### config.mk
export PLATFORM = sky130hd
export DESIGN_NAME = iicmb_wb_sequencer_flat
export DESIGN_NICKNAME = d
export VERILOG_FILES = /design/src/rtl/iicmb_wb_sequencer_if.sv /design/src/rtl/iicmb_wb_sequencer.sv /design/src/flat_wrapper.sv
export SDC_FILE = /design/constraint.sdc
export NUM_CORES = 1
export LEC_CHECK = 0
export ABC_AREA = 1
export CORE_AREA = 4 4 103 86
export DETAILED_ROUTE_END_ITERATION = 10
export DIE_AREA = 0 0 107 90
export GPL_TIMING_DRIVEN = 0
export PLACE_DENSITY = 0.84
export SYNTH_ARGS = -nofsm -noshare
export SYNTH_HDL_FRONTEND = slang
export SYNTH_SLANG_ARGS = --single-unit
### constraint.sdc
create_clock -name clk_i -period 3.7 [get_ports clk_i]
set_input_delay 0.74 -clock clk_i [delete_from_list [all_inputs] [get_ports clk_i]]
set_output_delay 0.74 -clock clk_i [all_outputs]
set_load 0.05 [all_outputs]
### src/rtl/iicmb_wb_sequencer_if.sv
// rtl/iicmb_wb_sequencer_if.sv - Wishbone master port plus controller irq for the iicmb sequencer
//   master modport: drives cyc_o/stb_o/we_o/adr_o/dat_o, samples dat_i/ack_i/irq_i
//   slave  modport: the iicmb_m_wb register side
interface iicmb_wb_sequencer_if #(
    parameter int ADDR_W = 2,
    parameter int DATA_W = 8
);
    logic              cyc_o;
    logic              stb_o;
    logic              we_o;
    logic [ADDR_W-1:0] adr_o;
    logic [DATA_W-1:0] dat_o;
    logic [DATA_W-1:0] dat_i;
    logic              ack_i;
    logic              irq_i;

    modport master (
        output cyc_o, stb_o, we_o, adr_o, dat_o,
        input  dat_i, ack_i, irq_i
    );

    modport slave (
        input  cyc_o, stb_o, we_o, adr_o, dat_o,
        output dat_i, ack_i, irq_i
    );
endinterface

### src/rtl/iicmb_wb_sequencer.sv
// rtl/iicmb_wb_sequencer.sv - turns one I2C transaction request into iicmb_m_wb register traffic
//   clk_i, rst_i (async, active-low)
//   req_*            : transaction request (bus, address, direction, length), req_ready high in IDLE
//   wdata*/rdata*    : write byte stream in, read byte stream out
//   done_valid/status: one pulse per request, 0=OK 1=NAK 2=ARB_LOST 3=ERR 4=TIMEOUT
//   wb               : Wishbone master + irq (iicmb_wb_sequencer_if.master)
//   Optional macro IICMB_SEQ_TIMEOUT_EN: irq watchdog of TIMEOUT_CYCLES that disables the core.
module iicmb_wb_sequencer #(
    parameter int WB_ADDR_WIDTH  = 2,
    parameter int WB_DATA_WIDTH  = 8,
    parameter int I2C_ADDR_WIDTH = 7,
    parameter int MAX_LEN        = 32,
    parameter int LEN_W          = $clog2(MAX_LEN + 1),
    parameter int TIMEOUT_CYCLES = 65535
) (
    input  logic                      clk_i,
    input  logic                      rst_i,
    input  logic                      req_valid,
    output logic                      req_ready,
    input  logic [7:0]                req_bus_id,
    input  logic [I2C_ADDR_WIDTH-1:0] req_addr,
    input  logic                      req_rw,
    input  logic [LEN_W-1:0]          req_len,
    input  logic [7:0]                wdata,
    input  logic                      wdata_valid,
    output logic                      wdata_ready,
    output logic [7:0]                rdata,
    output logic                      rdata_valid,
    input  logic                      rdata_ready,
    output logic                      done_valid,
    output logic [2:0]                done_status,
    iicmb_wb_sequencer_if.master      wb
);
    localparam logic [WB_ADDR_WIDTH-1:0] A_CSR  = WB_ADDR_WIDTH'(0);
    localparam logic [WB_ADDR_WIDTH-1:0] A_DPR  = WB_ADDR_WIDTH'(1);
    localparam logic [WB_ADDR_WIDTH-1:0] A_CMDR = WB_ADDR_WIDTH'(2);

    localparam logic [2:0] ST_OK = 3'd0, ST_NAK = 3'd1, ST_AL = 3'd2, ST_ERR = 3'd3, ST_TMO = 3'd4;

    typedef enum logic [4:0] {
        S_IDLE, S_ENABLE, S_ENABLED, S_SETBUS, S_SETBUS_CMD, S_START, S_ADDR_CMD,
        S_WR_WAIT, S_WR_CMD, S_RD_CMD, S_RD_PRESENT, S_RD_HOLD, S_STOP,
        S_WAIT_IRQ, S_IRQ_EVAL, S_WB, S_TIMEOUT, S_FINISH
    } state_t;

    typedef enum logic [2:0] {
        PH_SETBUS, PH_START, PH_ADDR, PH_WR, PH_RD, PH_STOP
    } phase_t;

    state_t                    state, ret_state;
    phase_t                    phase;
    logic                      enabled;
    logic [7:0]                cur_bus, bus_l;
    logic [I2C_ADDR_WIDTH-1:0] addr_l;
    logic                      rw_l;
    logic [LEN_W-1:0]          len_l, cnt;
    logic [2:0]                status;
    logic [WB_DATA_WIDTH-1:0]  rd_buf;
    logic                      last_byte;

    assign last_byte = (cnt == len_l - LEN_W'(1));

`ifdef IICMB_SEQ_TIMEOUT_EN
    localparam int TMO_W = $clog2(TIMEOUT_CYCLES + 1);
    logic [TMO_W-1:0] tmo_cnt;
`else
    logic unused_timeout_cfg;
    assign unused_timeout_cfg = (TIMEOUT_CYCLES == 0);
`endif

    // Launch one Wishbone access; S_WB holds it until ack, then resumes at ret.
    task automatic wb_issue(input logic we, input logic [WB_ADDR_WIDTH-1:0] adr,
                            input logic [WB_DATA_WIDTH-1:0] dat, input state_t ret);
        wb.cyc_o  <= 1'b1;
        wb.stb_o  <= 1'b1;
        wb.we_o   <= we;
        wb.adr_o  <= adr;
        wb.dat_o  <= dat;
        ret_state <= ret;
        state     <= S_WB;
    endtask

    always_ff @(posedge clk_i or negedge rst_i) begin
        if (!rst_i) begin
            state       <= S_IDLE;
            ret_state   <= S_IDLE;
            phase       <= PH_SETBUS;
            enabled     <= 1'b0;
            cur_bus     <= 8'd0;
            bus_l       <= 8'd0;
            addr_l      <= '0;
            rw_l        <= 1'b0;
            len_l       <= '0;
            cnt         <= '0;
            status      <= ST_OK;
            rd_buf      <= '0;
            req_ready   <= 1'b1;
            wdata_ready <= 1'b0;
            rdata       <= 8'd0;
            rdata_valid <= 1'b0;
            done_valid  <= 1'b0;
            done_status <= ST_OK;
            wb.cyc_o    <= 1'b0;
            wb.stb_o    <= 1'b0;
            wb.we_o     <= 1'b0;
            wb.adr_o    <= '0;
            wb.dat_o    <= '0;
`ifdef IICMB_SEQ_TIMEOUT_EN
            tmo_cnt     <= '0;
`endif
        end else begin
            case (state)
                S_IDLE: begin
                    done_valid <= 1'b0;
                    if (req_valid && req_ready) begin
                        bus_l  <= req_bus_id;
                        addr_l <= req_addr;
                        rw_l   <= req_rw;
                        len_l  <= req_len;
                        status <= ST_OK;
                        if (req_len > LEN_W'(MAX_LEN)) begin
                            // Rejected without touching the bus; ready stays up.
                            done_valid  <= 1'b1;
                            done_status <= ST_ERR;
                        end else begin
                            req_ready <= 1'b0;
                            if (!enabled)                   state <= S_ENABLE;
                            else if (req_bus_id != cur_bus) state <= S_SETBUS;
                            else                            state <= S_START;
                        end
                    end
                end
                S_ENABLE:     wb_issue(1'b1, A_CSR, WB_DATA_WIDTH'(8'hC0), S_ENABLED);
                S_ENABLED: begin
                    enabled <= 1'b1;
                    state   <= S_SETBUS;
                end
                S_SETBUS:     wb_issue(1'b1, A_DPR, WB_DATA_WIDTH'(bus_l), S_SETBUS_CMD);
                S_SETBUS_CMD: begin
                    phase <= PH_SETBUS;
                    wb_issue(1'b1, A_CMDR, WB_DATA_WIDTH'(8'h06), S_WAIT_IRQ);
                end
                S_START: begin
                    phase <= PH_START;
                    wb_issue(1'b1, A_CMDR, WB_DATA_WIDTH'(8'h04), S_WAIT_IRQ);
                end
                S_ADDR_CMD: begin
                    phase <= PH_ADDR;
                    wb_issue(1'b1, A_CMDR, WB_DATA_WIDTH'(8'h01), S_WAIT_IRQ);
                end
                S_WR_WAIT: begin
                    // Ready rises only after valid is seen, and drops on the handshake.
                    if (wdata_ready && wdata_valid) begin
                        wdata_ready <= 1'b0;
                        wb_issue(1'b1, A_DPR, WB_DATA_WIDTH'(wdata), S_WR_CMD);
                    end else if (wdata_valid) begin
                        wdata_ready <= 1'b1;
                    end
                end
                S_WR_CMD: begin
                    phase <= PH_WR;
                    wb_issue(1'b1, A_CMDR, WB_DATA_WIDTH'(8'h01), S_WAIT_IRQ);
                end
                S_RD_CMD: begin
                    phase <= PH_RD;
                    wb_issue(1'b1, A_CMDR, last_byte ? WB_DATA_WIDTH'(8'h03) : WB_DATA_WIDTH'(8'h02),
                             S_WAIT_IRQ);
                end
                S_RD_PRESENT: begin
                    rdata       <= rd_buf[7:0];
                    rdata_valid <= 1'b1;
                    state       <= S_RD_HOLD;
                end
                S_RD_HOLD: begin
                    if (rdata_ready) begin
                        rdata_valid <= 1'b0;
                        cnt         <= cnt + LEN_W'(1);
                        state       <= last_byte ? S_STOP : S_RD_CMD;
                    end
                end
                S_STOP: begin
                    phase <= PH_STOP;
                    wb_issue(1'b1, A_CMDR, WB_DATA_WIDTH'(8'h05), S_WAIT_IRQ);
                end
                S_WAIT_IRQ: begin
`ifdef IICMB_SEQ_TIMEOUT_EN
                    if (wb.irq_i) begin
                        tmo_cnt <= '0;
                        wb_issue(1'b0, A_CMDR, '0, S_IRQ_EVAL);
                    end else if (tmo_cnt == TMO_W'(TIMEOUT_CYCLES - 1)) begin
                        tmo_cnt <= '0;
                        wb_issue(1'b1, A_CSR, '0, S_TIMEOUT);
                    end else begin
                        tmo_cnt <= tmo_cnt + TMO_W'(1);
                    end
`else
                    if (wb.irq_i) wb_issue(1'b0, A_CMDR, '0, S_IRQ_EVAL);
`endif
                end
                S_IRQ_EVAL: begin
                    // CMDR status bits: 7=DON 6=NAK 5=AL 4=ERR, worst first.
                    if (rd_buf[4]) begin
                        status  <= ST_ERR;
                        enabled <= 1'b0;
                        state   <= S_FINISH;
                    end else if (rd_buf[5]) begin
                        status <= ST_AL;
                        state  <= S_FINISH;
                    end else if (rd_buf[6]) begin
                        status <= ST_NAK;
                        state  <= (phase == PH_STOP) ? S_FINISH : S_STOP;
                    end else if (rd_buf[7]) begin
                        case (phase)
                            PH_SETBUS: begin
                                cur_bus <= bus_l;
                                state   <= S_START;
                            end
                            PH_START: wb_issue(1'b1, A_DPR, WB_DATA_WIDTH'({addr_l, rw_l}), S_ADDR_CMD);
                            PH_ADDR: begin
                                cnt <= '0;
                                if (len_l == '0) state <= S_STOP;
                                else if (rw_l)   state <= S_RD_CMD;
                                else             state <= S_WR_WAIT;
                            end
                            PH_WR: begin
                                cnt   <= cnt + LEN_W'(1);
                                state <= last_byte ? S_STOP : S_WR_WAIT;
                            end
                            PH_RD:   wb_issue(1'b0, A_DPR, '0, S_RD_PRESENT);
                            default: state <= S_FINISH;
                        endcase
                    end else begin
                        // No status bit at all: treat the core as broken.
                        status  <= ST_ERR;
                        enabled <= 1'b0;
                        state   <= S_FINISH;
                    end
                end
                S_WB: begin
                    if (wb.ack_i) begin
                        wb.cyc_o <= 1'b0;
                        wb.stb_o <= 1'b0;
                        wb.we_o  <= 1'b0;
                        wb.adr_o <= '0;
                        wb.dat_o <= '0;
                        rd_buf   <= wb.dat_i;
                        state    <= ret_state;
                    end
                end
`ifdef IICMB_SEQ_TIMEOUT_EN
                S_TIMEOUT: begin
                    enabled <= 1'b0;
                    status  <= ST_TMO;
                    state   <= S_FINISH;
                end
`endif
                S_FINISH: begin
                    done_valid  <= 1'b1;
                    done_status <= status;
                    req_ready   <= 1'b1;
                    state       <= S_IDLE;
                end
                default: state <= S_IDLE;
            endcase
        end
    end
endmodule

### src/flat_wrapper.sv
// flat-port wrapper written by rule: the top's interface ports become plain ports
module iicmb_wb_sequencer_flat 
#(
    parameter int WB_ADDR_WIDTH  = 2,
    parameter int WB_DATA_WIDTH  = 8,
    parameter int I2C_ADDR_WIDTH = 7,
    parameter int MAX_LEN        = 32,
    parameter int LEN_W          = $clog2(MAX_LEN + 1),
    parameter int TIMEOUT_CYCLES = 65535
)
  (clk_i, rst_i, req_valid, req_ready, req_bus_id, req_addr, req_rw, req_len, wdata, wdata_valid, wdata_ready, rdata, rdata_valid, rdata_ready, done_valid, done_status, wb_cyc_o, wb_stb_o, wb_we_o, wb_adr_o, wb_dat_o, wb_dat_i, wb_ack_i, wb_irq_i);
  iicmb_wb_sequencer_if #(.ADDR_W(2), .DATA_W(8)) wb_i ();
  input  logic clk_i;
  input  logic rst_i;
  input  logic req_valid;
  output logic req_ready;
  input  logic [7:0] req_bus_id;
  input  logic [I2C_ADDR_WIDTH-1:0] req_addr;
  input  logic req_rw;
  input  logic [LEN_W-1:0] req_len;
  input  logic [7:0] wdata;
  input  logic wdata_valid;
  output logic wdata_ready;
  output logic [7:0] rdata;
  output logic rdata_valid;
  input  logic rdata_ready;
  output logic done_valid;
  output logic [2:0] done_status;
  output wire logic [$bits(wb_i.cyc_o)-1:0] wb_cyc_o;
  output wire logic [$bits(wb_i.stb_o)-1:0] wb_stb_o;
  output wire logic [$bits(wb_i.we_o)-1:0] wb_we_o;
  output wire logic [$bits(wb_i.adr_o)-1:0] wb_adr_o;
  output wire logic [$bits(wb_i.dat_o)-1:0] wb_dat_o;
  input wire logic [$bits(wb_i.dat_i)-1:0] wb_dat_i;
  input wire logic [$bits(wb_i.ack_i)-1:0] wb_ack_i;
  input wire logic [$bits(wb_i.irq_i)-1:0] wb_irq_i;
  assign wb_cyc_o = wb_i.cyc_o;
  assign wb_stb_o = wb_i.stb_o;
  assign wb_we_o = wb_i.we_o;
  assign wb_adr_o = wb_i.adr_o;
  assign wb_dat_o = wb_i.dat_o;
  assign wb_i.dat_i = wb_dat_i;
  assign wb_i.ack_i = wb_ack_i;
  assign wb_i.irq_i = wb_irq_i;
  iicmb_wb_sequencer #(.WB_ADDR_WIDTH(WB_ADDR_WIDTH), .WB_DATA_WIDTH(WB_DATA_WIDTH), .I2C_ADDR_WIDTH(I2C_ADDR_WIDTH), .MAX_LEN(MAX_LEN), .LEN_W(LEN_W), .TIMEOUT_CYCLES(TIMEOUT_CYCLES)) u_core (.clk_i(clk_i), .rst_i(rst_i), .req_valid(req_valid), .req_ready(req_ready), .req_bus_id(req_bus_id), .req_addr(req_addr), .req_rw(req_rw), .req_len(req_len), .wdata(wdata), .wdata_valid(wdata_valid), .wdata_ready(wdata_ready), .rdata(rdata), .rdata_valid(rdata_valid), .rdata_ready(rdata_ready), .done_valid(done_valid), .done_status(done_status), .wb(wb_i));
endmodule
# Yosys cells after proc, flatten, opt, wreduce, memory -nomap -nowiden
# Cells that the tools add are included.
# Widths: inputs -> output; s select.
[classes]
addsub = 2
magnitude_cmp = 1
eq_ne = 41
muxes = 94
bitwise_logic = 3
reduce_logical = 36
[op_table]
columns = ["cell", "n"]
rows = [
  ["$mux 5", 19],
  ["$pmux 8 s11", 1],
  ["$mux 8", 7],
  ["$pmux 5 s9", 1],
  ["$eq 5x4->1 const B", 8],
  ["$reduce_and 9->1", 4],
  ["$mux 6", 5],
  ["$pmux 5 s6", 1],
  ["$mux 3", 9],
  ["$mux 1", 25],
  ["$pmux 6 s2", 2],
  ["$eq 5x3->1 const B", 4],
  ["$pmux 5 s4", 1],
  ["$pmux 3 s6", 1],
  ["$mux 2", 8],
  ["$ne 2x2->1 const B", 8],
  ["$pmux 8 s2", 1],
  ["$ne 3x3->1 const B", 5],
  ["$pmux 2 s7", 1],
  ["$pmux 3 s2", 2],
  ["$reduce_and 6->1", 2],
  ["$reduce_bool 2->1", 6],
  ["$reduce_bool 6->1", 2],
  ["$reduce_bool 11->1", 1],
  ["32 further kinds", 53],
]
[word_totals]
register_bits = 88
inputBits = 45
output_inout_bits = 28
elab_cells = 199

# Longest topological paths before layout
# Gate-level depths: netlist of the first run.
[logic_depth]
ltp_word = 9
depth_mapped = 15
ltp_nobuf = 15

# Worst setup path before layout of the first run
# Ideal clock, no wire load.
[synth_path]
path_type = "reg-to-output"
from = "register, netlist name u_core.wb.cyc_o"
to = "output wb_stb_o"
arrival_time_ps = 904
required_time_ps = 2960
setup_slack_ps = 2056
stages_incl_launch_ff = 2
path_buffers = 1
path_cell_list = "dfrtp_1 > buf_4"
[synth_rtl]
columns = ["item", "line", "source"]
rows = [
  ["end: declaration", "flat_wrapper.sv:30", "output wire logic [$bits(wb_i.stb_o)-1:0] wb_stb_o;"],
]

# Worst setup path after layout of the first run
[layout_path]
from = "register u_core.req_ready"
to = "output req_ready"
[layout_rtl]
columns = ["item", "line", "source"]
rows = [
  ["start: declaration", "iicmb_wb_sequencer.sv:19", "output logic req_ready,"],
  ["start signal: assignment", "iicmb_wb_sequencer.sv:97", "req_ready <= 1'b1;"],
  ["start signal: assignment", "iicmb_wb_sequencer.sv:126", "req_ready <= 1'b0;"],
  ["start signal: assignment", "iicmb_wb_sequencer.sv:260", "req_ready <= 1'b1;"],
  ["end: declaration", "flat_wrapper.sv:16", "output logic req_ready;"],
]
# No word-level cell between the ends.

==> reports/metrics.cfg, run 1 <==
[setup_path]
path_max_fanout = 4
end_kind = output pin
crit_chain = clkdlybuf4s50_1
cp_data_required_time_ps = 2960
path_delay_family = buffers and inverters
arrival_ps = 1750
slowest_delay_ps = 810
crit_buf_inv = 1
start_kind = flop
path_class = flop to output pin
cp_slowest_cell = clkdlybuf4s50_1
rrSetupSlack_ps = 1670

[cts]
clk_pin_slew_ps = 90
cts_made_buffers = 9
clk_latency_ps = 360
postCtsResizedCells = 0
cts.sinks = 85
cts_tree = yes
clock_path_buffers = 2
ctsHtreeMaxLevel = 3
root_buffer = clkbuf_8
ctsHoldBuffers = 0
cts_setup_buffers = 0

[synth]
yosys_warnings = 0
yosysMostFrequentCell = nand2_1
yosysSeqAreaShare_pct = 47.9
synth_compound_area_share_pct = 11.7
ys_seq_elements = 85
ys_types = 39
synth-xor-area-share_pct = 1.77
synth_flop_cell = dfrtp_1
syn_inst = 581
synthesis.area_mm2 = 0.00445
synth_common_cells = nand2_1 (164), dfrtp_1 (84), nor2_1 (77), inv_1 (66), o21ai_0 (44)
synth_nets = 629
synth_mux_area_share_pct = 2.03
synthSimpleGateAreaFrac_pct = 28.1
synth_area_leaders = dfrtp_1 (47%), nand2_1 (14%), nor2_1 (6.5%)
synth_edf_count = 0
synth_fa_ha_area_share_pct = 0.844
async_reset_ff_share_pct = 100
synth_top_family_by_area = simple AND/OR/NAND/NOR gates
synth_area_leader_cell = dfrtp_1
synth_area_per_cell_um2 = 7.65
netlist.area_leader.share_pct = 47.3

[timing]
min_period_ps = 2490
fin_worst_skew_ps = 8.09
finalHoldViolations = 0
final_max_slew_viol_count = 0
fmax_mhz = 401
fin_ws_ps = 1210
rsz0062_at_grt = no
slew_headroom_pct = 64.9
finalCritPeriodShare_pct = 67.4
setup_viol = 0
tightest_slew_ps = 525

[routing]
vias_per_cell = 5.33
drtIter0Drc = 336
drc = 0
drt_pass1_iterations = 6
routedWlPerCell_um = 14.9
drtAntennaViolNets = 0
dr_total_vias = 4139
wl_mm = 11.6

[finish]
drive_above_1_share_pct = 8.22
areaGrowthSynthToFinish_pct = 24.1
antenna_cells = 0
fill_cells = 619
nets = 712

[power_and_ir_drop]
peakVddDrop_uv = 548
powerDensity_mw_per_mm2 = 915
power_mw = 5.05
leakagePower_nw = 2.71

[floorplanning]
start_util_pct = 57.3
die_h_um = 90
coreArea_mm2 = 0.00776
dieArea_mm2 = 0.00963
ios = 73
fp.dieW_um = 107
rows = 29

[global_route]
grt_pass1_wl_mm = 19.2
gr-total-overflow = 0
grt.total_usage_pct = 24.8
grt_pass1_vias = 4005
antenna_found_initial = 0
grt_max_degree = 58

[worst_hold_path]
hold_class = input port to async pin

[flow_run]
drv_cap = 0

[placement]
dp_worst_setup_slack_ps = 1390
portBuffers = 71
gp_congestion = 0.941
dpl.hpwl_mm = 8.90

[outcome]
status = finished, final reports clean

[power by group]
part           internal [mW]  total (mW)  switching, mW  leakage (nW)
Sequential              1.34        1.63          0.293          1.02
Combinational          0.910        2.74           1.83          1.59
Clock                  0.319       0.670          0.351         0.102
Total                   2.57        5.05           2.48          2.71
[flip-flops by register name, summed over array words and instances (netlist names), 6 cells and up]
name             cells
u_core.addr_l        7
u_core.rdata         8
u_core.wb.dat_o      8
u_core.len_l         6
u_core.rd_buf        8
u_core.bus_l         8
u_core.cnt           6
u_core.cur_bus       8
[layer usage]
layer  up-vias  global-route usage, %  part of all wire, %
met5         -                      0                    0
met1      1934                   36.0                   45
met2       180                   38.7                   46
li1       2014                      -                    -
met3        11                   5.37                  8.5
met4         0                   4.69                 0.81
[cell type report]
type	count	area, um^2	share of cell area (%)
flip-flops and latches	85	2130	38.6
multi-input cells	412	1980	35.9
repair buffers	72	736	13.3
inverters	74	278	5.03
well taps	108	135	2.45
clock buffers	10	128	2.31
clock inverters	6	72.6	1.32
plain buffers	10	57.6	1.04
[worst reg2reg max path, delay by kind of cell, from the launching register on]
kind	cells	cell delay (ps)
buf+inv	3	590
compound gates	1	180
simple gates	3	730
flops	1	470
[metrics by stage]
| step | std cells | area [um^2] | util (%) | TNS (ps) | hold WS, ps |
|---|---|---|---|---|---|
| 3_5_place_dp | 761 | 5320 | 68.5 | 0 | 469 |
| 2_1_floorplan | 581 | 4450 | - | 0 | 442 |
| 3_3_place_gp | 760 | 5290 | 68.2 | -95140 | 466 |
| 4_1_cts | 777 | 5520 | 71.1 | 0 | 319 |
| 6_report | 777 | 5520 | 71.1 | 0 | 309 |
| 5_1_grt | 777 | 5520 | 71.1 | 0 | 320 |
[path summary, 6_finish.rpt]
kind | from | end | cells after the start
hold reg to reg | u_core.wb.dat_o[5] | u_core.wb.dat_o[5] | 2
max in group asynchronous | rst_i | u_core.wb.dat_o[5] | 2
setup / recovery | u_core.req_ready | req_ready | 1
min in group clk_i | u_core.wb.dat_o[5] | u_core.wb.dat_o[5] | 2
setup reg to reg | u_core.state[1] | u_core.bus_l[4] | 7
hold / removal | rst_i | u_core.done_status[1] | 1
[cells in the final DEF (no fill, tap or decap), drive strengths merged, types with 5 or more instances in the layout]
| cell type | Yosys | final |
|---|---|---|
| a21oi | 31 | 31 |
| a22oi | 5 | 5 |
| buf | 5 | 7 |
| clkbuf | 5 | 15 |
| clkdlybuf4s50 | 0 | 70 |
| clkinv | 1 | 5 |
| dfrtp | 84 | 84 |
| inv | 73 | 74 |
| mux2 | 8 | 8 |
| nand2 | 167 | 167 |
| nand3 | 27 | 27 |
| nor2 | 84 | 84 |
| nor3 | 11 | 11 |
| o21ai | 50 | 50 |
| xnor2 | 9 | 9 |
[logic make-up (layout without fill, tap and decap cells)]
family,after synthesis,after routing
compound gates,96,96
xor+xnor,9,9
fa+ha+maj,3,3
buf+inv,84,172
flops,85,85
mux,8,8
other cells,1,1
simple gates,295,295
No activity file was read; power rests on OpenSTA's default activity.
==> run 2: changes to the inputs <==
Settings changed: CORE_AREA 4 4 103 86 to 4 4 107 89, DIE_AREA 0 0 107 90 to 0 0 111 93, PLACE_DENSITY 0.84 to 0.79.
Clock period 3.7 ns to 2.5 ns, I/O delays scaled along.
==> run 2 against run 1 <==
  * Sequential power grew 48%
  * Hold slack lost 220 ps
  * Sequential share of layout area shrank 0.23 points
  * Total power grew 50%
  * Cell count grew 0.51%
  * Clock skew grew 2.8 ps
  * Via count is essentially flat
==> reports/metrics.cfg, run 2 (same netlist as run 1, synthesis figures left out) <==
[outcome]
status = finished, final reports clean

[timing]
final_max_slew_viol_count = 0
finalCritPeriodShare_pct = 91.6
rsz0062_at_grt = no
setup_viol = 0
fin_worst_skew_ps = 10.9
fmax_mhz = 437
finalHoldViolations = 0
min_period_ps = 2290
tightest_slew_ps = 529
timing.hold.ws_ps = 88.2
slew_headroom_pct = 64.6

[worst_hold_path]
hold_class = input port to async pin

[global_route]
grt.total_usage_pct = 22.8
grt_pass1_wl_mm = 18.9
antenna_found_initial = 0
gr-total-overflow = 0
grt_max_degree = 50
grt_pass1_vias = 3923

[setup_path]
setup.worst_path.end = req_ready
crit_buf_inv = 1
path_class = flop to output pin
cp_data_required_time_ps = 2000
rrSetupSlack_ps = 440
arrival_ps = 1790
reg2reg_to = u_core.bus_l[2]
end_kind = output pin
crit_start = u_core.req_ready
crit_cells = 1
path_max_fanout = 4
crit_chain = clkdlybuf4s50_1
path_delay_family = buffers and inverters
reg2reg_from = u_core.state[1]
worstRegToRegCells = 7
cp_slowest_cell = clkdlybuf4s50_1
slowest_delay_ps = 820
start_kind = flop

[cts]
clk_pin_slew_ps = 90
ctsHoldBuffers = 0
ctsHtreeMaxLevel = 3
root_buffer = clkbuf_8
clock_path_buffers = 2
clk_latency_ps = 370
cts_made_buffers = 9
cts.sinks = 85
cts_tree = yes
postCtsResizedCells = 0
cts_setup_buffers = 0

[routing]
drtIter0Drc = 273
drtAntennaViolNets = 0
drt_pass1_iterations = 5
routedWlPerCell_um = 14.4
dr_total_vias = 4137
wl_mm = 11.2
vias_per_cell = 5.30
drc = 0

[finish]
fill_cells = 696
multiInputGateArea_mm2 = 0.00198
antenna_cells = 0
layout_common_cells = nand2_1 (164), dfrtp_1 (84), nor2_1 (77), clkdlybuf4s50_1 (70), inv_1 (66)
postLayoutCellArea_mm2 = 0.00555
seq_area_mm2 = 0.00213
nets = 712
drive_above_1_share_pct = 8.37
areaGrowthSynthToFinish_pct = 24.8
mostFrequentLayoutCell = nand2_1

[floorplanning]
fp.dieW_um = 111
ios = 73
rows = 30
start_util_pct = 53.1
die_h_um = 93
dieArea_mm2 = 0.0103
coreArea_mm2 = 0.00837

[power_and_ir_drop]
leakagePower_nw = 2.72
powerDensity_mw_per_mm2 = 1360
power_mw = 7.57
peakVddDrop_uv = 728

[placement]
dpl.hpwl_mm = 8.52
placed_cell_area_mm2 = 0.00532
portBuffers = 71
gp_congestion = 1.02

[flow_run]
drv_cap = 0

## run 2: area by class of cell
cell class | count | area share (%)
buffer | 10 | 1.04
sequential | 85 | 38.3
clock buffer | 9 | 2.23
clock inverter | 7 | 1.89
inverter | 74 | 5.00
tap | 112 | 2.52
multi-input combinational | 412 | 35.7
timing repair buffer | 72 | 13.3
## run 2: power by group
part	internal, mW	switching, mW	total (mW)
Clock	0.578	0.537	1.11
Combinational	1.34	2.71	4.05
Sequential	1.98	0.423	2.41
## run 2: how the worst min path moves through the flow
stage | start | endpoint | slack [ps] | depth (start not counted)
detailed placement | u_core.ret_state[0] | u_core.ret_state[0] | 470 | 2
CTS | rst_i | u_core.cnt[3] | 100 | 1
global route | rst_i | u_core.cnt[3] | 130 | 1
finish | rst_i | u_core.cnt[3] | 90 | 1
global placement | u_core.ret_state[0] | u_core.ret_state[0] | 460 | 2
floorplan | rst_i | u_core.addr_l[0] | 200 | 0
## run 2: worst register-to-register path: stages (launching register included)
cell	delay, ps
dfrtp_1	470
nor2_1	300
inv_2	110
nor2_2	240
nand3_4	210
buf_4	250
buf_2	210
a21oi_1	190
## run 2: metrics by stage
stage | setup WS (ps) | setup TNS (ps) | util (%) | cells
after detailed placement | 370 | 0 | 63.6 | 765
after global placement | -2110 | -177630 | 63.3 | 764
after global routing | 175 | 0 | 66.3 | 781
after floorplan | 867 | 0 | - | 581
final | 211 | 0 | 66.3 | 781
after CTS | 192 | 0 | 66.3 | 781
## run 2: routing by layer
metal / vias to the layer above / share of wire, % / track usage, %
met1: 1947 / 45 / 32.1
met2: 156 / 46 / 35.3
li1: 2020 / - / -
met5: - / 0 / 0
met4: 0 / 1.1 / 6.36
met3: 14 / 7.6 / 5.76
